==> config.mk <==
export PLATFORM = sky130hd
export DESIGN_NAME = iob_stream_native_bridge
export DESIGN_NICKNAME = d
export VERILOG_FILES = /design/src/rtl/iob_stream_native_bridge_pkg.sv /design/src/rtl/iob_bridge_rsp_fifo.sv /design/src/rtl/iob_stream_native_bridge.sv
export SDC_FILE = /design/constraint.sdc
export NUM_CORES = 1
export LEC_CHECK = 0
export BUFFER_PORTS_ARGS = -buffer_cell sky130_fd_sc_hd__clkbuf_2
export CORE_MARGIN = 1
export CORE_UTILIZATION = 23
export DETAILED_ROUTE_END_ITERATION = 8
export GPL_TIMING_DRIVEN = 0
export HOLD_SLACK_MARGIN = 0.1
export PLACE_DENSITY_LB_ADDON = 0.1
export SETUP_SLACK_MARGIN = 0.05
export SYNTH_ARGS = -nofsm -noshare
export SYNTH_HDL_FRONTEND = slang
export SYNTH_SLANG_ARGS = --single-unit
==> constraint.sdc <==
create_clock -name clk -period 11.57 [get_ports clk]
set_input_delay 0.5785 -clock clk [delete_from_list [all_inputs] [get_ports clk]]
set_output_delay 0.5785 -clock clk [all_outputs]
set_load 0.05 [all_outputs]
==> src/rtl/iob_stream_native_bridge_pkg.sv <==
// Shared definitions for iob_stream_native_bridge: FSM state encoding and the native
// request/response field layout used by the interconnect header.
package iob_stream_native_bridge_pkg;

   typedef enum logic [1:0] {
      StIdle,
      StIssue,
      StWait
   } bridge_state_e;

   // Native request is {valid, addr, wdata, wstrb}, response is {ready, rdata}, MSB first.
   localparam int unsigned IOB_VALID_W = 1;
   localparam int unsigned IOB_READY_W = 1;
   localparam int unsigned IOB_WSTRB_POS = 0;
   localparam int unsigned IOB_RDATA_POS = 0;

   function automatic int unsigned iob_wstrb_w(input int unsigned data_w);
      return data_w / 8;
   endfunction

   function automatic int unsigned iob_wdata_pos(input int unsigned data_w);
      return IOB_WSTRB_POS + iob_wstrb_w(data_w);
   endfunction

   function automatic int unsigned iob_addr_pos(input int unsigned data_w);
      return iob_wdata_pos(data_w) + data_w;
   endfunction

   function automatic int unsigned iob_valid_pos(input int unsigned addr_w,
                                                 input int unsigned data_w);
      return iob_addr_pos(data_w) + addr_w;
   endfunction

   function automatic int unsigned iob_req_w(input int unsigned addr_w,
                                             input int unsigned data_w);
      return iob_valid_pos(addr_w, data_w) + IOB_VALID_W;
   endfunction

   function automatic int unsigned iob_ready_pos(input int unsigned data_w);
      return IOB_RDATA_POS + data_w;
   endfunction

   function automatic int unsigned iob_resp_w(input int unsigned data_w);
      return iob_ready_pos(data_w) + IOB_READY_W;
   endfunction

endpackage

==> src/rtl/iob_bridge_rsp_fifo.sv <==
// First-word-fall-through response FIFO for iob_stream_native_bridge; head word is visible
// on pop_data whenever valid is high, and reads as zero while empty.
module iob_bridge_rsp_fifo #(
   parameter int unsigned W       = 33,
   parameter int unsigned DEPTH_W = 3
) (
   input  logic               clk,
   input  logic               rst,
   input  logic               push,
   input  logic [W-1:0]       push_data,
   input  logic               pop,
   output logic [W-1:0]       pop_data,
   output logic               valid,
   output logic [DEPTH_W:0]   level
);

   localparam int unsigned DEPTH = 2 ** DEPTH_W;
   localparam logic [DEPTH_W:0] FULL_LVL = (DEPTH_W + 1)'(DEPTH);

   logic [W-1:0]         mem_q [DEPTH];
   logic [DEPTH_W-1:0]   wr_ptr_q, rd_ptr_q;
   logic [DEPTH_W:0]     level_q;
   logic                 do_push, do_pop;

   assign valid   = (level_q != '0);
   assign do_push = push & (level_q != FULL_LVL);
   assign do_pop  = pop & valid;

   always_ff @(posedge clk) begin
      if (do_push) begin
         mem_q[wr_ptr_q] <= push_data;
      end
   end

   always_ff @(posedge clk or posedge rst) begin
      if (rst) begin
         wr_ptr_q <= '0;
         rd_ptr_q <= '0;
         level_q  <= '0;
      end else begin
         if (do_push) begin
            wr_ptr_q <= wr_ptr_q + DEPTH_W'(1);
         end
         if (do_pop) begin
            rd_ptr_q <= rd_ptr_q + DEPTH_W'(1);
         end
         if (do_push && !do_pop) begin
            level_q <= level_q + (DEPTH_W + 1)'(1);
         end else if (!do_push && do_pop) begin
            level_q <= level_q - (DEPTH_W + 1)'(1);
         end
      end
   end

   assign pop_data = valid ? mem_q[rd_ptr_q] : '0;
   assign level    = level_q;

endmodule

==> src/rtl/iob_stream_native_bridge.sv <==
// CPU stream port to IOb native bus bridge: read bursts become single-word native accesses.
// Define IOB_BRIDGE_EXTMEM_EN to force the address MSB high once boot has finished.
module iob_stream_native_bridge
   import iob_stream_native_bridge_pkg::*;
#(
   parameter int unsigned ADDR_W  = 32,
   parameter int unsigned DATA_W  = 32,
   parameter int unsigned BURST_W = 3,
   parameter int unsigned FIFO_W  = 3
) (
   input  logic                clk,
   input  logic                rst,
   input  logic                boot,
   input  logic                cmd_valid,
   output logic                cmd_ready,
   input  logic                cmd_wr,
   input  logic [ADDR_W-1:0]   cmd_addr,
   input  logic [DATA_W-1:0]   cmd_wdata,
   input  logic [DATA_W/8-1:0] cmd_wstrb,
   input  logic [BURST_W-1:0]  cmd_len,
   output logic                rsp_valid,
   input  logic                rsp_ready,
   output logic [DATA_W-1:0]   rsp_data,
   output logic                rsp_last,
   output logic                rsp_error,
   output logic                req_valid,
   output logic [ADDR_W-1:0]   req_addr,
   output logic [DATA_W-1:0]   req_wdata,
   output logic [DATA_W/8-1:0] req_wstrb,
   input  logic                resp_ready,
   input  logic [DATA_W-1:0]   resp_rdata
);

   localparam int unsigned STRB_W = iob_wstrb_w(DATA_W);
   localparam logic [FIFO_W:0] FIFO_DEPTH = (FIFO_W + 1)'(2 ** FIFO_W);
   localparam logic [ADDR_W-1:0] ADDR_INC = ADDR_W'(DATA_W / 8);

   bridge_state_e        state_q, state_d;
   logic                 wr_q;
   logic [ADDR_W-1:0]    addr_q;
   logic [DATA_W-1:0]    wdata_q;
   logic [STRB_W-1:0]    wstrb_q;
   logic [BURST_W-1:0]   len_q, beat_q;
   logic [ADDR_W-1:0]    native_addr;
   logic [FIFO_W:0]      fifo_level;
   logic [DATA_W:0]      fifo_dout;
   logic                 cmd_fire, ack, last_beat, done_on_ack, issue_ok, push;

   assign cmd_fire    = cmd_valid & cmd_ready;
   assign ack         = req_valid & resp_ready;
   assign last_beat   = (beat_q == len_q);
   assign done_on_ack = wr_q | last_beat;
   // A read is only issued with a free slot, so its response can always be pushed.
   assign issue_ok    = wr_q | (fifo_level < FIFO_DEPTH);
   assign push        = ack & ~wr_q;

   always_ff @(posedge clk or posedge rst) begin
      if (rst) begin
         state_q <= StIdle;
      end else begin
         state_q <= state_d;
      end
   end

   always_comb begin
      state_d = state_q;
      unique case (state_q)
         StIdle: begin
            if (cmd_valid) begin
               state_d = StIssue;
            end
         end
         StIssue: begin
            if (ack) begin
               state_d = done_on_ack ? StIdle : StIssue;
            end else if (issue_ok) begin
               state_d = StWait;
            end
         end
         StWait: begin
            if (ack) begin
               state_d = done_on_ack ? StIdle : StIssue;
            end
         end
         default: state_d = StIdle;
      endcase
   end

   always_comb begin
      cmd_ready = 1'b0;
      req_valid = 1'b0;
      unique case (state_q)
         StIdle:  cmd_ready = 1'b1;
         StIssue: req_valid = issue_ok;
         StWait:  req_valid = 1'b1;
         default: ;
      endcase
      req_addr  = '0;
      req_wdata = '0;
      req_wstrb = '0;
      if (req_valid) begin
         req_addr  = native_addr;
         req_wdata = wdata_q;
         req_wstrb = wr_q ? wstrb_q : '0;
      end
   end

   always_ff @(posedge clk or posedge rst) begin
      if (rst) begin
         wr_q    <= 1'b0;
         addr_q  <= '0;
         wdata_q <= '0;
         wstrb_q <= '0;
         len_q   <= '0;
         beat_q  <= '0;
      end else if (cmd_fire) begin
         wr_q    <= cmd_wr;
         addr_q  <= cmd_addr;
         wdata_q <= cmd_wdata;
         wstrb_q <= cmd_wstrb;
         len_q   <= cmd_len;
         beat_q  <= '0;
      end else if (push && !last_beat) begin
         beat_q <= beat_q + BURST_W'(1);
         addr_q <= addr_q + ADDR_INC;
      end
   end

`ifdef IOB_BRIDGE_EXTMEM_EN
   logic boot_q;

   always_ff @(posedge clk or posedge rst) begin
      if (rst) begin
         boot_q <= 1'b1;
      end else if (cmd_fire) begin
         boot_q <= boot;
      end
   end

   assign native_addr = {addr_q[ADDR_W-1] | ~boot_q, addr_q[ADDR_W-2:0]};
`else
   logic unused_boot;
   assign unused_boot = boot;
   assign native_addr = addr_q;
`endif

   iob_bridge_rsp_fifo #(
      .W       (DATA_W + 1),
      .DEPTH_W (FIFO_W)
   ) u_rsp_fifo (
      .clk       (clk),
      .rst       (rst),
      .push      (push),
      .push_data ({last_beat, resp_rdata}),
      .pop       (rsp_ready),
      .pop_data  (fifo_dout),
      .valid     (rsp_valid),
      .level     (fifo_level)
   );

   assign rsp_data  = fifo_dout[DATA_W-1:0];
   assign rsp_last  = fifo_dout[DATA_W];
   assign rsp_error = 1'b0;

endmodule

* Word level (Yosys, flattened, before mapping)
Memories as Yosys holds them, arrays and structs flattened. Index checks and enable logic that the tools add are counted.
Word-level totals: output and inout port bits 105, flip-flop bits (word level) 87, memories kept 1, memory bits (writable) 264, logic and storage cells 65, bits of input ports 110, memory bits (read-only) 0, bits in latches 0
Memories:
- u_rsp_fifo.mem_q | words 8, width 33, read ports 1, clocked after memory_dff 0, wr ports 1, line iob_bridge_rsp_fifo.sv:20 | logic [W-1:0] mem_q [DEPTH];
Operators by class: reduce and logical (&&, ||, !) cells 11, add/sub/neg operators 6, mux-type cells 21, divide/modulo/power cells 0, bitwise logic cells 8, shifts and indexed selects 0, order comparisons 1, equality and inequality tests 7, $mul 0
Operators by type and width (count):
- $mux 32 | 4
- $mux 33 | 1
- $add 32x3->32 const B | 1
- $mux 4 | 4
- $add 3x1->3 const B | 3
- $mux 2 | 4
- $mux 3 | 2
- $pmux 2 s3 | 1
- $and 1x1->1 | 5
- $add 4x1->4 const B | 1
- $lt 4x4->1 const B | 1
- $mux 1 | 4
- $ne 2x2->1 const B | 2
- $ne 4x4->1 const B | 1
- $reduce_bool 2->1 | 2
- $reduce_bool 4->1 | 1
- $sub 4x1->4 const B | 1
- $eq 3x3->1 | 1
- $logic_and 1x1->1 | 3
- $logic_not 1->1 | 3
- $ne 3x3->1 const B | 1
- $reduce_and 3->1 | 1
- $eq 2x1->1 const B | 1
- $eq 2x2->1 const B | 1
- other kinds (4) | 5

* Logic depth before layout (Yosys ltp)
Gate-level depths: netlist of the first run.
depth in word-level cells 10, mapped depth 13, gate-level depth less buffers 13

* By module
A second synthesis of the first run with hierarchy kept.
Unflattened totals: cell total of the unflattened synthesis 949, area, all modules 14752.9 sq um
Modules (own cells, without submodules):
- iob_bridge_rsp_fifo | sequential area each 8177.8 sq um, area each 10503.8 sq um, times used 1, cells each 451
- iob_stream_native_bridge | sequential area each 1926.8 sq um, area each 4249.1 sq um, times used 1, cells each 498

* Worst setup path after synthesis of the first run
OpenSTA, ideal clock, no wires.
path type register to register, start point reg state_q[0], end point mem u_rsp_fifo.mem_q[0][0], enable pin, clock period less this slack 4358 ps, path buffers 0, library setup time 464 ps, arrival time 3894 ps, cell stages (with the launch flop) 8, required time 11106 ps, slack 7212 ps, cell sequence dfrtp_1 > inv_1 > ha_1 > and3b_2 > o21ai_0 > a21oi_1 > nand2b_1 > nor3_1
On the way: cells in the longest elaborated chain, start to end 7, elaborated cells between the ends (all ways) 8, those cells by class eq/ne: 2; mux: 3; bitwise: 3
Ends and longest elaborated chain:
- start, declared | line iob_stream_native_bridge.sv:38 | bridge_state_e state_q, state_d;
- start signal, assigned | line iob_stream_native_bridge.sv:59 | state_q <= StIdle;
- start signal, assigned | line iob_stream_native_bridge.sv:61 | state_q <= state_d;
- $eq 2x2->1 or $eq 2x1->1 (tied branches) | line iob_stream_native_bridge.sv:92 | unique case (state_q)
- $pmux 1 s2 (*) | line iob_stream_native_bridge.sv:92
- $and 1x1->1 (*) | line iob_stream_native_bridge.sv:50 | assign ack = req_valid & resp_ready;
- $and 1x1->1 (*) | line iob_stream_native_bridge.sv:55 | assign push = ack & ~wr_q;
- $and 1x1->1 (*) | line iob_bridge_rsp_fifo.sv:26 | assign do_push = push & (level_q != FULL_LVL);
- net u_rsp_fifo.do_push | line iob_bridge_rsp_fifo.sv:23 | logic do_push, do_pop;
- $mux 1 (*) | line iob_bridge_rsp_fifo.sv:30 | if (do_push) begin
- $mux 1 (not written as such) (*) | line iob_bridge_rsp_fifo.sv:31 | mem_q[wr_ptr_q] <= push_data;
- end, declared | line iob_bridge_rsp_fifo.sv:20
The timed path passes the listed nets; every way through them passes the cells marked *.

* Worst setup path after layout of the first run
start point reg u_rsp_fifo.rd_ptr_q[1], end point out rsp_data[12]
On the way: cells in the longest elaborated chain, start to end 2
Ends and longest elaborated chain:
- start, declared | line iob_bridge_rsp_fifo.sv:21 | logic [DEPTH_W-1:0] wr_ptr_q, rd_ptr_q;
- start signal, assigned | line iob_bridge_rsp_fifo.sv:45 | rd_ptr_q <= rd_ptr_q + DEPTH_W'(1);
- $mem_v2 8x33
- $mux 33 | line iob_bridge_rsp_fifo.sv:55 | assign pop_data = valid ? mem_q[rd_ptr_q] : '0;
- end, declared | line iob_stream_native_bridge.sv:23 | output logic [DATA_W-1:0] rsp_data,
No other way between the ends.

==> summary.md, run 1 <==
| Metric | Value |
|---|---|
| Antenna Diode Count | 0 |
| Count of pins on the block boundary | 215 |
| Clock-pin slew on the worst setup and hold paths | 60 ps |
| Length of the first detailed-routing pass in iterations | 5 |
| Commonest non-fill, non-tap cells in the layout | sky130_fd_sc_hd__edfxtp_1, sky130_fd_sc_hd__clkbuf_2, sky130_fd_sc_hd__nand2_1 |
| Post-DP HPWL | 27,500 µm |
| Via density per instance | 4.26 |
| Largest fanout on the critical path | 10 |
| Overall routed net length | approximately 42,000 µm |
| Total congestion overflow | 0 |
| Via count of the first global-routing pass | 9,889 |
| Internal Pwr Total | 0.00302 W |
| Pleak | 7.30 nW |
| Sort of element at the start of the critical path | flop |
| Max clock buf depth | 3 |
| Seq pwr share | 32.3% |
| Share of synthesized cell area in and, or, nand and nor gates | 11.8% |
| Wire length of the first global-routing pass | 63,600 µm |
| Clock tree skew after final layout | 29.1 ps |
| Part of the cycle the worst path needs | around 33% |
| Initial standard-cell utilization of the core | 23.4% |
| Clock tree from TritonCTS | done |
| Post-Synth XOR/XNOR Area | 2.01% |
| Maximum number of pins on one net before global-route repair | 47 |
| Kind of path behind the tightest hold check | in2reg |
| Initial antenna violation count | 2 |
| Placement row count | 92 |
| Synth Area per Inst | 15.1 µm² |
| DRC Markers | 0 |
| Compound-cell area share of the yosys netlist | 2.27% |
| Final cell area excluding filler cells | 0.0188 mm² |
| Clock network power share | 27.3% |
| Part of the Yosys area used for sequential elements | 68.3% |
| Power per unit of standard cell area | 276 mW/mm² |
| Share of synthesized registers carrying an async set or reset | 24.8% |
| Total vias in the final route | 9,120 |
| Number of slew-limit violations in the final report | 0 |
| Ys flop type | sky130_fd_sc_hd__edfxtp_1 |
| Antenna Violating Nets Remaining | 0 |
| Chip width | 256 µm |
| Arithmetic-cell share of the synthesized area counting full adders, half adders and majority gates | 1.07% |
| Switching Share | 41.7% |
| Leading post-synthesis cells by cell area | sky130_fd_sc_hd__edfxtp_1, sky130_fd_sc_hd__dfrtp_1, sky130_fd_sc_hd__mux4_2 |
| Fraction of final layout cells with drive strength greater than 1 | a little under a third |
| Dpl cell area | 0.0172 mm² |
| Net switching power of the design | roughly 0.0022 W |
| VDD IR-drop max | approximately 0.00014 V |
| Number of nets at the end of the flow | 1,380 |
| Clock network latency to the later pin of the worst-skew pair | around 590 ps |
| Transition time of the tightest slew-check pin | 1030 ps |
| Full die area | 0.0654 mm² |
| Comb pwr share | 40.4% |
| All-Layer GR Usage | between 10% and 20% |
| Final Wtd Congestion | between 0.7 and 0.8 |
| Post-detailed-route wirelength per cell | 19.6 µm |
| Leading cell type in the layout, fill and taps excluded | sky130_fd_sc_hd__edfxtp_1 |
| Arrival time at the worst endpoint | 3220 ps |
| DRC violation total after the first TritonRoute iteration | 432 |
| Most area-hungry cell type in the Yosys netlist | sky130_fd_sc_hd__edfxtp_1 |
| Number of enable flip-flop cells after synthesis | 264 |
| Achievable clock frequency | 263 MHz |
| Setup TNS after final layout | 0 ps |
| Height of the die | 256 µm |
| Sink Count | between 300 and 400 |
| Post-synthesis cell type count | 54 |
| Element type at the critical path end | output pin |
| Count of endpoints failing setup in the final report | 0 |
| Setup repair after global routing missed its margin | false |
| Count of state elements after synthesis | 351 |
| Core area | approximately 0.063 mm² |
| Post-CTS setup buffers | 0 |
| Count of instances resized after the clock tree is built | 0 |
| Buffer type at the clock tree root | sky130_fd_sc_hd__clkbuf_16 |
| Signed area change from the synthesized netlist to the final layout | 26.7% |
| Instance count of the mapped netlist | slightly below 1k |
| Post-synth net total | 1,104 |
| Post-layout min period | about 3800 ps |
| Critical path start-end classification | reg2out |
| Yosys warning total | 0 |
| Run status | complete, no violations |
| Data required time at the worst endpoint | 10,990 ps |
| Maximum level of the CTS H-tree | 2 |
| Synthesized cell area | between 0.01 and 0.015 mm² |
| Number of buffers added by the clock tree synthesis step | 45 |
| Max_cap viols | 0 |
| Share of Yosys cell area claimed by the top area cell type | 53.6% |
| Max-slew headroom | 31.0% |
| IO Port Bufs | 212 |
| Final Hold Violating Endpoints | 0 |
| Largest family of logic cells by synthesized area | multiplexers |
| Multiplexer share of the synthesized area | approximately an eighth |
==> cell usage after synthesis, types with 5 or more instances <==
cell type                  instances
sky130_fd_sc_hd__nand3_1          13
sky130_fd_sc_hd__buf_1            10
sky130_fd_sc_hd__nand4_1          11
sky130_fd_sc_hd__ha_1             11
sky130_fd_sc_hd__nor4_1            7
sky130_fd_sc_hd__inv_1            11
sky130_fd_sc_hd__clkbuf_1         39
sky130_fd_sc_hd__buf_2             5
sky130_fd_sc_hd__nor3_1            8
sky130_fd_sc_hd__nor2_1           50
sky130_fd_sc_hd__xnor2_1          26
sky130_fd_sc_hd__xor2_1            8
sky130_fd_sc_hd__and3_2            8
sky130_fd_sc_hd__o21ai_0          26
sky130_fd_sc_hd__nand2_1         170
sky130_fd_sc_hd__mux4_2           66
sky130_fd_sc_hd__edfxtp_1        264
sky130_fd_sc_hd__mux2i_1          34
sky130_fd_sc_hd__dfrtp_1          87
sky130_fd_sc_hd__and3_1           68
==> final cells by class <==
cell class                 instances  area, µm²
multi-input combinational        562       4470
clock inverter                    26        294
buffer                            58        246
timing repair buffer             229       1320
sequential                       351      10100
tap                              846       1060
clock buffer                      58       1210
fill                            6470      44600
inverter                          11       43.8
==> critical path: stages, from the launching register on <==
cell                       delay, ps
sky130_fd_sc_hd__dfrtp_1         410
sky130_fd_sc_hd__clkbuf_1        560
sky130_fd_sc_hd__clkbuf_1        720
sky130_fd_sc_hd__mux4_2          420
sky130_fd_sc_hd__mux2i_1         180
sky130_fd_sc_hd__nor2_1           70
sky130_fd_sc_hd__clkbuf_2        270
==> layer usage <==
metal  track usage, %  wire length, µm
met1             17.1            19100
met2             21.2            20100
met3             2.74             2110
met4             3.59              759
met5                0               23
==> power by group through the flow <==
stage	clock network, W	registers [W]	logic, W
after floorplan	0	0.00165	0.00156
after global placement	0	0.00170	0.00212
after detailed placement	0	0.00170	0.00214
after CTS	0.00146	0.00167	0.00215
after global routing	0.00151	0.00170	0.00227
final	0.00141	0.00167	0.00209
==> through the flow <==
step	hold WS (ps)	std cells	worst slack, ps	power, W	util (%)
after floorplan	437	982	7210	0.00320	-
after global placement	452	2040	3350	0.00382	26.7
after detailed placement	454	2056	7680	0.00384	27.2
after CTS	143	2141	7570	0.00528	29.6
after global routing	151	2141	7440	0.00548	29.6
final	186	2141	7770	0.00518	29.6
==> final timing paths <==
path / slack [ps] / to / startpoint / cells after the start
setup reg to reg: 7820 / u_rsp_fifo.mem_q[1][18] / state_q[0] / 10
max in group asynchronous: 10220 / u_rsp_fifo.wr_ptr_q[1] / rst / 4
min in group asynchronous: 640 / wdata_q[29] / rst / 3
hold reg to reg: 460 / wdata_q[13] / wdata_q[13] / 2
setup / recovery: 7770 / rsp_data[12] / u_rsp_fifo.rd_ptr_q[1] / 6
hold / removal: 190 / wstrb_q[1] / cmd_wstrb[1] / 3
==> logic make-up (layout without fill, tap and decap cells) <==
group | Yosys count | count (layout)
AND/OR/NAND/NOR | 360 | 360
other | 1 | 1
multiplexers | 103 | 103
XOR/XNOR | 34 | 34
adder cells (fa/ha/maj) | 12 | 12
buffers and inverters | 69 | 382
flip-flops | 351 | 351
AO/OA/AOI/OAI | 52 | 52
==> sequential cells by signal, indices dropped and copies added, names as in the netlist <==
signal               flops
u_rsp_fifo.mem_q       264
len_q                    3
wr_q                     1
addr_q                  32
wdata_q                 32
u_rsp_fifo.wr_ptr_q      3
u_rsp_fifo.level         4
u_rsp_fifo.rd_ptr_q      3
wstrb_q                  4
beat_q                   3
state_q                  2
==> repair_timing <==
item                                   in CTS  in global routing
endpoints found under the hold margin      37                  0
setup endpoints to repair                   0                  0
hold buffers                                1                  0
Power figures use the tool's default switching activity.
==> run 2, diff against run 1 <==
Clock period 11.57 ns to 3.7 ns, I/O delays scaled along.
==> run 2 against run 1 <==
Against the previous run: final area rose by 6.0%; clock power rose to 2.9 times the previous value; worst hold slack got worse by 43 ps; die area did not move; clock skew fell by 2.2 ps; flip-flop and latch count did not move; worst setup slack got worse by 7500 ps; first-iteration DRC count rose by 15%; critical path depth did not move; wire length rose by 0.14%; core utilization rose by 1.8 points; via count rose by 4.6%; critical path type unchanged; largest power group unchanged.
==> summary.md, run 2 (synthesis gave the netlist of run 1 again) <==
| Metric | Value |
|---|---|
| Final Wtd Congestion | 0.743 |
| Register with the most flip-flops | u_rsp_fifo.mem_q |
| Clock network power share | 25.7% |
| Height of the die | 256 µm |
| Antenna Violating Nets Remaining | 0 |
| Maximum level of the CTS H-tree | 2 |
| Setup repair after global routing missed its margin | true |
| Pleak | 7.74 nW |
| Data required time at the worst endpoint | 3510 ps |
| DRC Markers | 0 |
| Total vias in the final route | 9,544 |
| Clock tree from TritonCTS | done |
| Cell count after placement | 2,052 |
| Post-DP HPWL | roughly 27,000 µm |
| Switching Share | between 40% and 50% |
| Initial standard-cell utilization of the core | 23.4% |
| Final Total Pwr | 0.0160 W |
| Placement row count | about 90 |
| Full die area | 0.0654 mm² |
| Number of slew-limit violations in the final report | 0 |
| Core area | 0.0633 mm² |
| Critical path start-end classification | reg2out |
| Post-layout min period | between 3000 and 4000 ps |
| Length of the first detailed-routing pass in iterations | 4 |
| Chip width | 256 µm |
| Worst reg2reg path depth | 13 |
| Run status | complete, no violations |
| Clock network latency to the later pin of the worst-skew pair | 580 ps |
| Leading cell type in the layout, fill and taps excluded | sky130_fd_sc_hd__edfxtp_1 |
| Overall routed net length | 42,100 µm |
| Part of the cycle the worst path needs | between 90% and 100% |
| Via count of the first global-routing pass | just over 10k |
| Sink Count | 351 |
| All-Layer GR Usage | 13.0% |
| Final core occ | around a third |
| Count of endpoints failing setup in the final report | 0 |
| Filler Cell Count | between 6k and 7k |
| Fraction of final layout cells with drive strength greater than 1 | 28.9% |
| Kind of path behind the tightest hold check | in2reg |
| Via density per instance | 4.25 |
| Commonest non-fill, non-tap cells in the layout | sky130_fd_sc_hd__edfxtp_1, sky130_fd_sc_hd__clkbuf_2, sky130_fd_sc_hd__nand2_1 |
| Count of pins on the block boundary | 215 |
| Internal Pwr Total | a little over 0.009 W |
| Finished Layout Cells | around 2.2k |
| Dpl cell area | roughly 0.017 mm² |
| VDD IR-drop max | between 0.0004 and 0.0005 V |
| Element type at the critical path end | output pin |
| Final cell area excluding filler cells | 0.0199 mm² |
| Antenna Diode Count | 0 |
| Number of buffers added by the clock tree synthesis step | 44 |
| Largest fanout on the critical path | 10 |
| Arrival time at the worst endpoint | between 3000 and 4000 ps |
| Top flop regs | u_rsp_fifo.mem_q x264, addr_q x32, wdata_q x32 |
| Wire length of the first global-routing pass | 64,200 µm |
| Power per unit of standard cell area | 805 mW/mm² |
| Tightest hold margin | about 140 ps |
| Clock tree skew after final layout | around 27 ps |
| Max_cap viols | 0 |
| Sort of element at the start of the critical path | flop |
| Number of flip-flops in the largest register | 264 |
| Seq pwr share | 32.9% |
| Cell depth of the worst min-delay path | 4 |
| Signed area change from the synthesized netlist to the final layout | 34.4% |
| Clock-pin slew on the worst setup and hold paths | 60 ps |
| DRC violation total after the first TritonRoute iteration | 495 |
| Max-slew headroom | approximately 30% |
| Buffer type at the clock tree root | sky130_fd_sc_hd__clkbuf_16 |
| Max clock buf depth | 3 |
| Transition time of the tightest slew-check pin | 1050 ps |
| Initial antenna violation count | 1 |
| Comb pwr share | 41.4% |
| Maximum number of pins on one net before global-route repair | 54 |
| Final Hold Violating Endpoints | 0 |
| Post-detailed-route wirelength per cell | 18.7 µm |
| IO Port Bufs | approximately 210 |
| Number of nets at the end of the flow | 1,492 |
| Net switching power of the design | 0.00673 W |
| Achievable clock frequency | 292 MHz |
| Total congestion overflow | 0 |
-- run 2: changes by cell type in the layout (fill, tap and decap cells not counted), moves of 3 or more --
cell,previous run,this run
sky130_fd_sc_hd__dlygate4sd3_1,1,107
sky130_fd_sc_hd__buf_16,1,5
sky130_fd_sc_hd__clkinv_2,10,7
sky130_fd_sc_hd__buf_4,2,6
sky130_fd_sc_hd__buf_6,6,0
sky130_fd_sc_hd__buf_12,6,13
-- run 2: metrics by stage --
stage / TNS (ps) / setup WS [ps]
floorplan: 0 / 222
global placement: -582630 / -2230
detailed placement: 0 / 28.7
CTS: 0 / 64.7
global route: 0 / 49.0
finish: 0 / 276
-- run 2: area by class of cell --
type | count | area, µm² | share of cell area (%)
Tap cell | 846 | 1060 | 5.32
Timing Repair Buffer | 342 | 2570 | 12.9
Clock inverter | 22 | 211 | 1.06
Sequential cell | 351 | 10100 | 50.8
Buffer | 58 | 254 | 1.28
Clock buffer | 55 | 1160 | 5.85
Inverter | 11 | 43.8 | 0.220
Multi-Input combinational cell | 562 | 4480 | 22.5
-- run 2: power by group through the flow --
stage               registers, W  logic [W]  clock network (W)
floorplan                0.00516    0.00486                  0
global placement         0.00534    0.00660                  0
detailed placement       0.00534    0.00668                  0
CTS                      0.00527    0.00680            0.00428
global route             0.00535    0.00719            0.00441
finish                   0.00527    0.00663            0.00411
-- run 2: timing repair --
action                                 CTS  global route
hold buffers                           107             0
pin swaps                                1             7
endpoints found under the hold margin  400             0
buffers inserted                         1            10
setup endpoints to repair               12           137
gates resized for setup                  0             5
-- run 2: routing by layer --
| layer | GRT usage [%] | part of all wire (%) | vias to the layer above |
|---|---|---|---|
| met5 | 0 | 0.031 | - |
| met4 | 3.63 | 2.0 | 2 |
| met3 | 2.41 | 4.2 | 57 |
| met2 | 21.6 | 48 | 227 |
| met1 | 17.2 | 46 | 4799 |
| li1 | - | - | 4459 |
-- run 2: path summary, 6_finish.rpt --
check,from,to,slack (ps)
setup reg to reg,state_q[1],u_rsp_fifo.level[3],440
max in group asynchronous,rst,addr_q[1],2810
setup / recovery,u_rsp_fifo.rd_ptr_q[1],rsp_data[24],280
min in group asynchronous,rst,wdata_q[27],200
hold reg to reg,wdata_q[8],wdata_q[8],460
hold / removal,cmd_valid,state_q[0],140
-- run 2: worst max-delay path: stages, from the launching register on --
cell	delay, ps
sky130_fd_sc_hd__dfrtp_1	430
sky130_fd_sc_hd__clkbuf_1	570
sky130_fd_sc_hd__buf_1	640
sky130_fd_sc_hd__mux4_2	410
sky130_fd_sc_hd__mux2i_1	280
sky130_fd_sc_hd__nor2_1	80
sky130_fd_sc_hd__clkbuf_2	250
==> run 3, diff against run 2 <==
Clock period 3.7 ns to 3.6 ns, I/O delays scaled along.
==> run 3 against run 2 <==
Against the previous run: cell count is essentially flat; die area is the same; final area is essentially flat; clock-buffer cell count is the same; non-clock buffer count grew 1; global-route usage is the same; core utilization is essentially flat; combinational power grew 3%; total power grew 2.8%; clock skew grew 0.59 ps; largest power group unchanged.
==> summary.md, run 3 (synthesis gave the netlist of run 1 again) <==
| Metric | Value |
|---|---|
| Worst-case register-to-register setup slack | 320 ps |
| Chip width | 256 µm |
| Clock tree skew after final layout | 27.6 ps |
| Arrival time at the worst endpoint | 3730 ps |
| Post-layout min period | 3280 ps |
| Setup TNS after final layout | 0 ps |
| Height of the die | about 260 µm |
| IO Port Bufs | between 200 and 250 |
| Initial antenna violation count | 1 |
| Maximum level of the CTS H-tree | 2 |
| Overall routed net length | 42,100 µm |
| Final cell area excluding filler cells | between 0.015 and 0.02 mm² |
| DRC violation total after the first TritonRoute iteration | 497 |
| Wire length of the first global-routing pass | 64,200 µm |
| Via density per instance | 4.25 |
| Sort of element at the start of the critical path | flop |
| Leading cell type in the layout, fill and taps excluded | sky130_fd_sc_hd__edfxtp_1 |
| VDD IR-drop max | 0.000446 V |
| Placement row count | between 90 and 100 |
| Dpl cell area | roughly 0.017 mm² |
| Finished Layout Cells | 2,248 |
| Via count of the first global-routing pass | 10.2k |
| Switching Share | 42.0% |
| Max-slew headroom | between 30 and 40% |
| Post-DP HPWL | 27,400 µm |
| Internal Pwr Total | roughly 0.0095 W |
| Count of pins on the block boundary | 215 |
| Post-detailed-route wirelength per cell | ~19 µm |
| Seq pwr share | 32.9% |
| Clock network power share | 25.7% |
| Data required time at the worst endpoint | 4050 ps |
| Area used by multi-input combinational logic | 0.00448 mm² |
| Filler Cell Count | 6,455 |
| Sink Count | 351 |
| Core area | 0.0633 mm² |
| Antenna Violating Nets Remaining | 0 |
| Part of the cycle the worst path needs | 91.1% |
| Antenna Diode Count | 0 |
| Transition time of the tightest slew-check pin | 1050 ps |
| Buffer type at the clock tree root | sky130_fd_sc_hd__clkbuf_16 |
| Pleak | 7.75 nW |
| Clock tree from TritonCTS | done |
| Total congestion overflow | 0 |
| Cell count after placement | 2,052 |
| Kind of path behind the tightest hold check | in2async |
| Signed area change from the synthesized netlist to the final layout | 34.3% |
| Number of buffers added by the clock tree synthesis step | 44 |
| R2R Path End | u_rsp_fifo.level[3] |
| Power per unit of standard cell area | just over 800 mW/mm² |
| Initial standard-cell utilization of the core | 23.4% |
| DRC Markers | 0 |
| Comb pwr share | 41.4% |
| Max clock buf depth | 3 |
| Setup repair after global routing missed its margin | false |
| Fraction of final layout cells with drive strength greater than 1 | between 20 and 30% |
| Net switching power of the design | 0.00692 W |
| Worst Slack Setup Final | 320 ps |
| Final Wtd Congestion | 0.743 |
| Number of nets at the end of the flow | 1,493 |
| Count of endpoints failing setup in the final report | 0 |
| Total vias in the final route | 9,548 |
| Reg-to-Reg Start | state_q[1] |
| Element type at the critical path end | flop |
| Final Hold Violating Endpoints | 0 |
| Sequential cell area in the final layout | 0.0101 mm² |
| Run status | complete, no violations |
| Clock network latency to the later pin of the worst-skew pair | 580 ps |
| Max_cap viols | 0 |
| Post-place setup slack | -71.3 ps |
| Maximum number of pins on one net before global-route repair | 54 |
| Largest fanout on the critical path | 6 |
| All-Layer GR Usage | 13.0% |
| Full die area | approximately 0.065 mm² |
| Achievable clock frequency | 305 MHz |
| Number of slew-limit violations in the final report | 0 |
| Top flop regs | u_rsp_fifo.mem_q x264, addr_q x32, wdata_q x32 |
| Length of the first detailed-routing pass in iterations | 5 |
| Critical path start-end classification | reg2reg |
| Number of flip-flops in the largest register | 264 |
| Worst reg2reg path depth | 13 |
| Clock-pin slew on the worst setup and hold paths | 60 ps |
| Commonest non-fill, non-tap cells in the layout | sky130_fd_sc_hd__edfxtp_1, sky130_fd_sc_hd__clkbuf_2, sky130_fd_sc_hd__nand2_1 |
| Register with the most flip-flops | u_rsp_fifo.mem_q |
## run 3: per-layer routing
metal | share of wire [%] | track usage, % | routed length, µm
met5 | 0.031 | 0 | 13
met4 | 2.0 | 3.63 | 845
met3 | 4.0 | 2.41 | 1670
met2 | 48 | 21.6 | 20200
met1 | 46 | 17.2 | 19300
## run 3: worst max-delay path by stage
stage | slack [ps] | end | cells past startpoint | from
2_1_floorplan | 120 | u_rsp_fifo.mem_q[6][0] | 7 | state_q[0]
6_report | 320 | u_rsp_fifo.level[3] | 13 | state_q[1]
5_1_grt | 60 | req_wdata[18] | 8 | state_q[0]
3_3_place_gp | -2330 | u_rsp_fifo.mem_q[3][21] | 7 | state_q[1]
3_5_place_dp | -70 | u_rsp_fifo.mem_q[0][6] | 9 | state_q[1]
4_1_cts | 60 | u_rsp_fifo.mem_q[5][6] | 8 | state_q[1]
## run 3: stage by stage
stage	hold slack (ps)	power, W	utilization [%]
after CTS	195	0.0168	31.2
after floorplan	279	0.0103	-
after detailed placement	248	0.0124	27.3
after global placement	376	0.0123	26.7
final	196	0.0165	31.4
after global routing	238	0.0174	31.4
## run 3: power by group through the flow
stage	registers (W)	clock network [W]	logic, W
final	0.00542	0.00422	0.00681
after floorplan	0.00530	0	0.00500
after detailed placement	0.00549	0	0.00686
after global routing	0.00550	0.00453	0.00738
after global placement	0.00549	0	0.00678
after CTS	0.00541	0.00439	0.00699
## run 3: critical path: stages (launching register included)
cell	delay (ps)
sky130_fd_sc_hd__dfrtp_1	410
sky130_fd_sc_hd__inv_1	80
sky130_fd_sc_hd__ha_1	330
sky130_fd_sc_hd__and3b_2	250
sky130_fd_sc_hd__o21ai_0	230
sky130_fd_sc_hd__a21oi_1	510
sky130_fd_sc_hd__ha_1	300
sky130_fd_sc_hd__inv_1	100
sky130_fd_sc_hd__ha_1	270
sky130_fd_sc_hd__a21o_1	170
sky130_fd_sc_hd__a21oi_1	170
sky130_fd_sc_hd__xnor2_1	130
sky130_fd_sc_hd__nor2_1	60
sky130_fd_sc_hd__xor2_1	140
## run 3: what timing repair did
item | 4_1_cts | 5_1_grt
hold buffers | 108 | 0
gates resized for setup | 3 | 3
endpoints found under the setup margin | 60 | 97
buffers inserted | 4 | 7
pin swaps | 4 | 5
hold endpoints to repair | 407 | 0
## run 3: final cells by class
| type | count | area share [%] |
|---|---|---|
| plain buffers | 58 | 1.28 |
| clock buffers | 55 | 5.85 |
| multi-input cells | 562 | 22.5 |
| flip-flops and latches | 351 | 50.8 |
| clock inverters | 22 | 1.06 |
| well taps | 846 | 5.32 |
| repair buffers | 343 | 12.9 |
| inverters | 11 | 0.220 |
